**config.mk**
```make
export PLATFORM = sky130hd
export DESIGN_NAME = flag_shadow_stack_flat
export DESIGN_NICKNAME = d
export VERILOG_FILES = /design/src/rtl/flag_shadow_stack_if.sv /design/src/rtl/flag_shadow_stack.sv /design/src/flat_wrapper.sv
export SDC_FILE = /design/constraint.sdc
export NUM_CORES = 1
export LEC_CHECK = 0
export ABC_AREA = 1
export CELL_PAD_IN_SITES_DETAIL_PLACEMENT = 1
export CELL_PAD_IN_SITES_GLOBAL_PLACEMENT = 1
export CORE_MARGIN = 5
export CORE_UTILIZATION = 31
export DETAILED_ROUTE_END_ITERATION = 12
export PLACE_DENSITY_LB_ADDON = 0.1
export SYNTH_ARGS = -nofsm -noshare
export SYNTH_HDL_FRONTEND = slang
export SYNTH_SLANG_ARGS = --single-unit
```
**constraint.sdc**
```tcl
create_clock -name CLK -period 1.55 [get_ports CLK]
set_clock_uncertainty 0.15 [all_clocks]
set_input_delay 0.2325 -clock CLK [delete_from_list [all_inputs] [get_ports CLK]]
set_output_delay 0.2325 -clock CLK [all_outputs]
set_load 0.01 [all_outputs]
```
**src/rtl/flag_shadow_stack_if.sv**
```systemverilog
// Flag-register bus: ALU/control requests in, live flags and shadow-stack status out.
interface flag_shadow_stack_if #(
  parameter int unsigned NFLAGS = 2,
  parameter int unsigned DEPTH  = 4
);
  localparam int unsigned LvlW = $clog2(DEPTH + 1);

  logic [NFLAGS-1:0] DIN;
  logic [NFLAGS-1:0] FLG_LD;
  logic [NFLAGS-1:0] FLG_SET;
  logic [NFLAGS-1:0] FLG_CLR;
  logic              SHAD_PUSH;
  logic              SHAD_POP;
  logic [NFLAGS-1:0] FLAGS;
  logic [LvlW-1:0]   SHAD_LVL;
  logic              SHAD_EMPTY;
  logic              SHAD_FULL;
  logic              SHAD_ERR;

  modport master (
    output DIN, FLG_LD, FLG_SET, FLG_CLR, SHAD_PUSH, SHAD_POP,
    input  FLAGS, SHAD_LVL, SHAD_EMPTY, SHAD_FULL, SHAD_ERR
  );

  modport slave (
    input  DIN, FLG_LD, FLG_SET, FLG_CLR, SHAD_PUSH, SHAD_POP,
    output FLAGS, SHAD_LVL, SHAD_EMPTY, SHAD_FULL, SHAD_ERR
  );
endinterface

```
**src/rtl/flag_shadow_stack.sv**
```systemverilog
// CPU status-flag register with a LIFO shadow stack saving/restoring flags across
// nested interrupts; sticky error on overflow, underflow or push/pop conflict.
module flag_shadow_stack #(
  parameter int unsigned NFLAGS      = 2,
  parameter int unsigned DEPTH       = 4,
  parameter bit          CLR_ON_PUSH = 1'b0
) (
  input logic                CLK,
  input logic                RST,
  flag_shadow_stack_if.slave bus
);
  localparam int unsigned LvlW = $clog2(DEPTH + 1);

  logic [NFLAGS-1:0] flags_q, flags_d;
  logic [LvlW-1:0]   lvl_q, lvl_d;
  logic              err_q, err_d;
  logic [NFLAGS-1:0] stack_q [DEPTH];
  logic [NFLAGS-1:0] stack_d [DEPTH];

  logic              full, empty, push_ok, pop_ok, err_evt;
  logic [NFLAGS-1:0] upd, pop_val;

  assign full    = (lvl_q == LvlW'(DEPTH));
  assign empty   = (lvl_q == '0);
  assign push_ok = bus.SHAD_PUSH & ~bus.SHAD_POP & ~full;
  assign pop_ok  = bus.SHAD_POP & ~bus.SHAD_PUSH & ~empty;
  assign err_evt = (bus.SHAD_PUSH & bus.SHAD_POP) | (bus.SHAD_PUSH & full) |
                   (bus.SHAD_POP & empty);

  always_comb begin
    // Clear beats set beats load, bit by bit.
    upd = (flags_q & ~bus.FLG_LD) | (bus.DIN & bus.FLG_LD);
    upd = upd | bus.FLG_SET;
    upd = upd & ~bus.FLG_CLR;

    pop_val = '0;
    for (int unsigned i = 0; i < DEPTH; i++) begin
      if (lvl_q - LvlW'(1) == LvlW'(i)) pop_val = stack_q[i];
    end

    stack_d = stack_q;
    for (int unsigned i = 0; i < DEPTH; i++) begin
      if (push_ok && lvl_q == LvlW'(i)) stack_d[i] = flags_q;
    end

    if (pop_ok) begin
      flags_d = pop_val;
    end else if (push_ok && CLR_ON_PUSH) begin
      flags_d = '0;
    end else begin
      flags_d = upd;
    end

    lvl_d = lvl_q;
    if (push_ok) lvl_d = lvl_q + LvlW'(1);
    else if (pop_ok) lvl_d = lvl_q - LvlW'(1);

    err_d = err_q | err_evt;
  end

  always_ff @(posedge CLK) begin
    if (RST) begin
      flags_q <= '0;
      lvl_q   <= '0;
      err_q   <= 1'b0;
    end else begin
      flags_q <= flags_d;
      lvl_q   <= lvl_d;
      err_q   <= err_d;
    end
  end

  // Stack contents are don't-care after reset; only the level qualifies them.
  always_ff @(posedge CLK) begin
    if (!RST) stack_q <= stack_d;
  end

  assign bus.FLAGS      = flags_q;
  assign bus.SHAD_LVL   = lvl_q;
  assign bus.SHAD_EMPTY = empty;
  assign bus.SHAD_FULL  = full;
  assign bus.SHAD_ERR   = err_q;
endmodule

```
**src/flat_wrapper.sv**
```systemverilog
// flat-port wrapper written by rule: the top's interface ports become plain ports
module flag_shadow_stack_flat 
#(
  parameter int unsigned NFLAGS      = 2,
  parameter int unsigned DEPTH       = 4,
  parameter bit          CLR_ON_PUSH = 1'b0
)
  (CLK, RST, bus_DIN, bus_FLG_LD, bus_FLG_SET, bus_FLG_CLR, bus_SHAD_PUSH, bus_SHAD_POP, bus_FLAGS, bus_SHAD_LVL, bus_SHAD_EMPTY, bus_SHAD_FULL, bus_SHAD_ERR);
  flag_shadow_stack_if #(.NFLAGS(NFLAGS), .DEPTH(DEPTH)) bus_i ();
  input logic CLK;
  input logic RST;
  input wire logic [$bits(bus_i.DIN)-1:0] bus_DIN;
  input wire logic [$bits(bus_i.FLG_LD)-1:0] bus_FLG_LD;
  input wire logic [$bits(bus_i.FLG_SET)-1:0] bus_FLG_SET;
  input wire logic [$bits(bus_i.FLG_CLR)-1:0] bus_FLG_CLR;
  input wire logic [$bits(bus_i.SHAD_PUSH)-1:0] bus_SHAD_PUSH;
  input wire logic [$bits(bus_i.SHAD_POP)-1:0] bus_SHAD_POP;
  output wire logic [$bits(bus_i.FLAGS)-1:0] bus_FLAGS;
  output wire logic [$bits(bus_i.SHAD_LVL)-1:0] bus_SHAD_LVL;
  output wire logic [$bits(bus_i.SHAD_EMPTY)-1:0] bus_SHAD_EMPTY;
  output wire logic [$bits(bus_i.SHAD_FULL)-1:0] bus_SHAD_FULL;
  output wire logic [$bits(bus_i.SHAD_ERR)-1:0] bus_SHAD_ERR;
  assign bus_i.DIN = bus_DIN;
  assign bus_i.FLG_LD = bus_FLG_LD;
  assign bus_i.FLG_SET = bus_FLG_SET;
  assign bus_i.FLG_CLR = bus_FLG_CLR;
  assign bus_i.SHAD_PUSH = bus_SHAD_PUSH;
  assign bus_i.SHAD_POP = bus_SHAD_POP;
  assign bus_FLAGS = bus_i.FLAGS;
  assign bus_SHAD_LVL = bus_i.SHAD_LVL;
  assign bus_SHAD_EMPTY = bus_i.SHAD_EMPTY;
  assign bus_SHAD_FULL = bus_i.SHAD_FULL;
  assign bus_SHAD_ERR = bus_i.SHAD_ERR;
  flag_shadow_stack #(.NFLAGS(NFLAGS), .DEPTH(DEPTH), .CLR_ON_PUSH(CLR_ON_PUSH)) u_core (.CLK(CLK), .RST(RST), .bus(bus_i));
endmodule
```
After elaboration in Yosys (flattened, before gate mapping)
Index checks and enable logic that the tools add are counted.

storage, ports and cells
  register bits = 14
  logic and storage cells = 56
  input bits = 12
  output and inout bits = 8

cells by class
  reduce and logical (&&, ||, !) cells = 11
  $add $sub $neg = 2
  mux-type cells = 7
  bitwise operators = 22
  equality and inequality tests = 7

operators with widths
  operator                                              count
  equality test 3 x 2 -> 1 bit (second input constant)  4
  two-way mux 2 bit                                     5
  AND reduction 2 bit                                   4
  AND 1 bit                                             7
  AND 2 bit                                             3
  equality test 3 x 1 -> 1 bit (second input constant)  2
  logical NOT 3 bit                                     2
  two-way mux 3 bit                                     2
  NOT 1 bit                                             5
  logical AND 1 bit                                     4
  NOT 2 bit                                             2
  OR 2 bit                                              2
  adder 3 x 1 -> 3 bit (second input constant)          1
  equality test 3 bit (second input constant)           1
  OR 1 bit                                              3
  subtractor 3 x 1 -> 3 bit (second input constant)     1
  nonzero test 2 bit                                    1

Logic depth before layout (Yosys ltp)
Gate-level depths: netlist of the first run.

  word-level depth = 7
  depth in mapped cells = 11
  mapped depth without buffers = 11

Worst setup path before layout of the first run
Ideal clock, no wire load.

  path type = reg-to-reg
  from = register u_core.lvl_q[0] (netlist: u_core.bus.SHAD_LVL[0])
  to = register u_core.stack_q[2] (netlist bit) (enable)
  data arrival time = 1.302 ns
  cell stages (with the launch flop) = 6
  clock period less this slack = 1.801 ns
  buffers on the path = 0
  data required time = 1.051 ns
  library setup time = 0.349 ns
  path slack = -0.251 ns
  cell sequence = dfxtp_1 inv_1 ha_1 nand2_1 nand3_2 nor4_1

on the way
  cells in the longest elaborated chain, start to end = 5
  elaborated cells on any way between the ends = 6
  those cells by class = 2 x eq/ne; 2 x bitwise; 2 x reduce/logical

RTL lines
  what                                      line                     text
  start, declared                           flag_shadow_stack.sv:15  logic [LvlW-1:0] lvl_q, lvl_d;
  start signal, assigned                    flag_shadow_stack.sv:68  lvl_q <= lvl_d;
  equality test 3 bit                       flag_shadow_stack.sv:23  assign full = (lvl_q == LvlW'(DEPTH));
  NOT 1 bit                                 flag_shadow_stack.sv:25  assign push_ok = bus.SHAD_PUSH & ~bus.SHAD_POP & ~full;
  AND 1 bit                                 flag_shadow_stack.sv:25
  logical AND 1 bit (*)                     flag_shadow_stack.sv:43  if (push_ok && lvl_q == LvlW'(i)) stack_d[i] = flags_q;
  AND reduction 2 bit (no source line) (*)  --
  end signal, assigned                      flag_shadow_stack.sv:75  if (!RST) stack_q <= stack_d;
  end, declared                             flag_shadow_stack.sv:17  logic [NFLAGS-1:0] stack_q [DEPTH];

Every way passes the cells marked *; elsewhere a longest branch is shown, timed or not.
A chain may end at the register's enable or synchronous reset.

Worst setup path after layout of the first run
  from = register u_core.lvl_q[0] (netlist: u_core.bus.SHAD_LVL[0])
  to = register u_core.flags_q[1] (netlist: u_core.bus.FLAGS[1])

on the way
  cells in the longest elaborated chain, start to end = 7
  elaborated cells on any way between the ends = 13
  those cells by class = 1 x add/sub; 3 x eq/ne; 5 x mux; 2 x bitwise; 2 x reduce/logical

RTL lines
  what                            line                     text
  subtractor 3 x 1 -> 3 bit       flag_shadow_stack.sv:38  if (lvl_q - LvlW'(1) == LvlW'(i)) pop_val = stack_q[i];
  logical NOT 3 bit               flag_shadow_stack.sv:38
  two-way mux 2 bit (4 in a row)  flag_shadow_stack.sv:38
  two-way mux 2 bit (*)           flag_shadow_stack.sv:46  if (pop_ok) begin
  end signal, assigned            flag_shadow_stack.sv:67  flags_q <= flags_d;
  end, declared                   flag_shadow_stack.sv:14  logic [NFLAGS-1:0] flags_q, flags_d;

Marked as above.

==> out/metrics.cfg, run 1 <==
[clock_tree]
cts.sinks = 14
tritoncts = yes
worst_skew_pair.late_latency_ns = 0.28
hold_buffer_count_at_cts = 0
cts_buffers = 3
cts_buffer_depth = 2
ctsRootBufferMaster = sky130_fd_sc_hd__clkbuf_4
cts-htree-levels = 1
cts.reportedPaths.clkPinSlew_ns = 0.09

[detailed_routing]
wire_per_inst_um = 14.5
drt_drc_violations_left = 0
postRouteWirelength_um = 2380
ant_nets = 0
via_per_inst = 4.68
vias = 767
drt_first_iter_violations = 24
drtPass1Iterations = 3

[synthesis]
synthAdderAreaFrac_pct = 9.48
yosys-mux-area-fraction_pct = 0
synth-seq-cells = 14
yosysUniqueCellTypes = 23
syn_area_per_cell_um2 = 8.52
ys_top_cells_by_area = sky130_fd_sc_hd__edfxtp_1 (30%), sky130_fd_sc_hd__dfxtp_1 (15%), sky130_fd_sc_hd__ha_1 (9.5%)
synth_compound_gate_area_share_pct = 12.0
synth_top_area_cell = sky130_fd_sc_hd__edfxtp_1
synthesized_area_fraction_occupied_by_xor_and_xnor_cells_pct = 0
synth_simple_gate_area_share_pct = 23.9
yosys_warnings = 0
post_synth_instance_area_um2 = 792
postSynthCellCount = 93
post-synth-top-area-fraction_pct = 30.3
synth_top_family_by_area = simple AND/OR/NAND/NOR gates
synth_nets = 111
yosysSeqAreaShare_pct = 45.5

[worst_setup_path]
worst-path-buf-inv = 3
crit_path_frequent_cell = sky130_fd_sc_hd__nand3_1
criticalPathCategory = flop to flop
max_stage_delay_ns = 0.36
crit_path_required_time_ns = 1.57
end_kind = flop
critPathArrivalTime_ns = 1.62
critical-path-top-delay-family = simple AND/OR/NAND/NOR gates
critical_path.slowest_cell = sky130_fd_sc_hd__dfxtp_4
crit_chain = inv_4 -> buf_6 -> ha_4 -> inv_2 -> nand2_4 -> nand2_2 -> nand3_1 -> nand3_1 -> a21oi_2 -> nor2_1
highest_fanout_seen_on_the_critical_path = 4
start_kind = flop

[sta]
relSlewSlack_pct = 84.0
max_clock_freq_mhz = 625
timing.final.setup_violations = 3
report.final.hold_viol_count = 0
crit_path_time_final_ns = 1.60
layout_worst_path_cycle_share_pct = 103
unrepaired_setup_endpoints_after_global_routing = yes
fin_setup_tns_ns = -0.0829
tightest_slew_ns = 0.239
postLayoutSetupSlackWorst_ns = -0.0494
maxSlewViolCount = 0

[grt]
antenna_found_initial = 0
first_global_vias = 851
gr-total-overflow = 0
grt_usage_pct = 14.6
grt_start_max_net_pins = 9
global_route_wire_length_before_repair_um = 3930

[floorplanning]
die_width_um = 60.5
initial_utilization_pct = 32.3
io_pins = 20
rows = 18
core_area_mm2 = 0.00245
die_height_um = 60.5
die_area_mm2 = 0.00367

[placed_design]
buffer_ports.inserted = 19
dp_hpwl_um = 1700
gp_congestion = 0.748

[run]
timing.max_cap.violations = 0

[pwr]
vdd_ir_drop_max_v = 0.000736
powerDensity_mw_per_mm2 = 1270
reported_leakage_power_nw = 0.610

[finish]
final_net_count = 153
insertedDiodeCount = 0
layout.core_utilization_pct = 55.0
area.growth.synth_to_final_pct = 70.5
drive_gt1_share_pct = 45.5

[hold_path]
min-delay-path-class = flop to flop

[status]
status = complete, but fails checks
failed_checks = negative setup slack

[registers in the layout (all words and copies together) (netlist names)]
name,cells
u_core.stack_q,8
u_core.bus.SHAD_LVL,3
u_core.bus.FLAGS,2
u_core.bus.SHAD_ERR,1
[where the power goes]
| part | switching [mW] | internal, mW | total [mW] |
|---|---|---|---|
| Combinational | 0.527 | 0.491 | 1.02 |
| Sequential | 0.0322 | 0.441 | 0.473 |
| Clock | 0.120 | 0.0999 | 0.220 |
[worst min-delay path: stages, from the launching register on]
cell	delay [ns]
sky130_fd_sc_hd__dfxtp_1	0.32
sky130_fd_sc_hd__inv_1	0.04
sky130_fd_sc_hd__a21oi_1	0.05
[final cells by class]
class                   instances  area [um^2]
fillers                       293         1100
multi-input cells              61          512
flip-flops and latches         14          368
repair buffers                 37          335
inverters                      18         71.3
well taps                      30         37.5
clock buffers                   4         26.3
[kinds of logic after synthesis]
logic type               after synthesis
AND/OR/NAND/NOR                       37
buffers and inverters                 19
AO/OA/AOI/OAI                         17
adder cells (fa/ha/maj)                6
flip-flops                            14
[placed cells by master (no fill, tap or decap), drive strengths merged]
cell,n
nor3b,1
nor2,6
clkdlybuf4s50,11
dlygate4sd2,5
buf,20
edfxtp,8
ha,6
o21ai,6
nand3,8
dfxtp,6
o22ai,2
a21oi,9
clkbuf,4
nand2,20
nand4,1
nor4,1
dlymetal6s2s,1
inv,17
nor3,1
clkinv,1
[synth_stat cells]
master and count:
sky130_fd_sc_hd__a21oi_1 8, sky130_fd_sc_hd__a21oi_2 1, sky130_fd_sc_hd__clkbuf_1 1, sky130_fd_sc_hd__clkinv_2 1, sky130_fd_sc_hd__dfxtp_1 6, sky130_fd_sc_hd__edfxtp_1 8
sky130_fd_sc_hd__ha_1 6, sky130_fd_sc_hd__inv_1 15, sky130_fd_sc_hd__inv_2 2, sky130_fd_sc_hd__nand2_1 11, sky130_fd_sc_hd__nand2_2 7, sky130_fd_sc_hd__nand2_4 1
sky130_fd_sc_hd__nand3_1 7, sky130_fd_sc_hd__nand3_2 1, sky130_fd_sc_hd__nand4_1 1, sky130_fd_sc_hd__nor2_1 6, sky130_fd_sc_hd__nor3_1 1, sky130_fd_sc_hd__nor3b_1 1
sky130_fd_sc_hd__nor4_1 1, sky130_fd_sc_hd__o21ai_0 2, sky130_fd_sc_hd__o21ai_1 3, sky130_fd_sc_hd__o21ai_2 1, sky130_fd_sc_hd__o22ai_1 2
[per-stage QoR]
| step | worst slack, ns | hold slack (ns) | instances | total power, mW | cell area [um^2] |
|---|---|---|---|---|---|
| floorplan | 0.00808 | 0.265 | 93 | 0.872 | 835 |
| global placement | -0.139 | 0.288 | 158 | 1.26 | 1190 |
| detailed placement | -0.158 | 0.297 | 158 | 1.28 | 1190 |
| CTS | -0.0394 | 0.313 | 163 | 1.62 | 1290 |
| global route | -0.139 | 0.354 | 164 | 1.83 | 1350 |
| finish | -0.0494 | 0.303 | 164 | 1.71 | 1350 |
[per-layer routing]
| metal | share of wire, % | GRT usage, % | vias up |
|---|---|---|---|
| li1 | - | - | 389 |
| met1 | 44 | 18.4 | 357 |
| met2 | 51 | 24.8 | 14 |
| met3 | 2.1 | 2.55 | 7 |
| met4 | 2.5 | 5.88 | 0 |
| met5 | 0 | 0 | - |
[what timing repair did]
item                       in CTS  in global routing
pin swaps                       6                  5
setup buffers                   0                  1
setup endpoints to repair      14                 12
gates resized for setup        35                 12
gates cloned                    1                  0
[worst paths after layout]
path,startpoint,slack (ns),end,cells past startpoint
max,u_core.bus.SHAD_LVL[0]$_SDFFE_PP0P_,-0.05,u_core.bus.FLAGS[1]$_SDFF_PP0_,10
min,u_core.bus.SHAD_ERR$_SDFF_PP0_,0.30,u_core.bus.SHAD_ERR$_SDFF_PP0_,2
max reg2reg,u_core.bus.SHAD_LVL[0]$_SDFFE_PP0P_,-0.05,u_core.bus.FLAGS[1]$_SDFF_PP0_,10
min reg2reg,u_core.bus.SHAD_ERR$_SDFF_PP0_,0.30,u_core.bus.SHAD_ERR$_SDFF_PP0_,2
Note: power is estimated with default switching activity, not from simulation.
==> inputs of run 2 (changes only) <==
--- a/config.mk
+++ b/config.mk
@@ -6,10 +6,12 @@
 export NUM_CORES = 1
 export LEC_CHECK = 0
 export ABC_AREA = 1
+export ABC_CLOCK_PERIOD_IN_PS = 1550
 export CELL_PAD_IN_SITES_DETAIL_PLACEMENT = 1
 export CELL_PAD_IN_SITES_GLOBAL_PLACEMENT = 1
 export CORE_MARGIN = 5
 export CORE_UTILIZATION = 31
+export CTS_CLUSTER_SIZE = 24
 export DETAILED_ROUTE_END_ITERATION = 12
 export PLACE_DENSITY_LB_ADDON = 0.1
 export SYNTH_ARGS = -nofsm -noshare
==> results of run 2 <==
No change in the layout: final DEF, timing and power equal those of run 1.
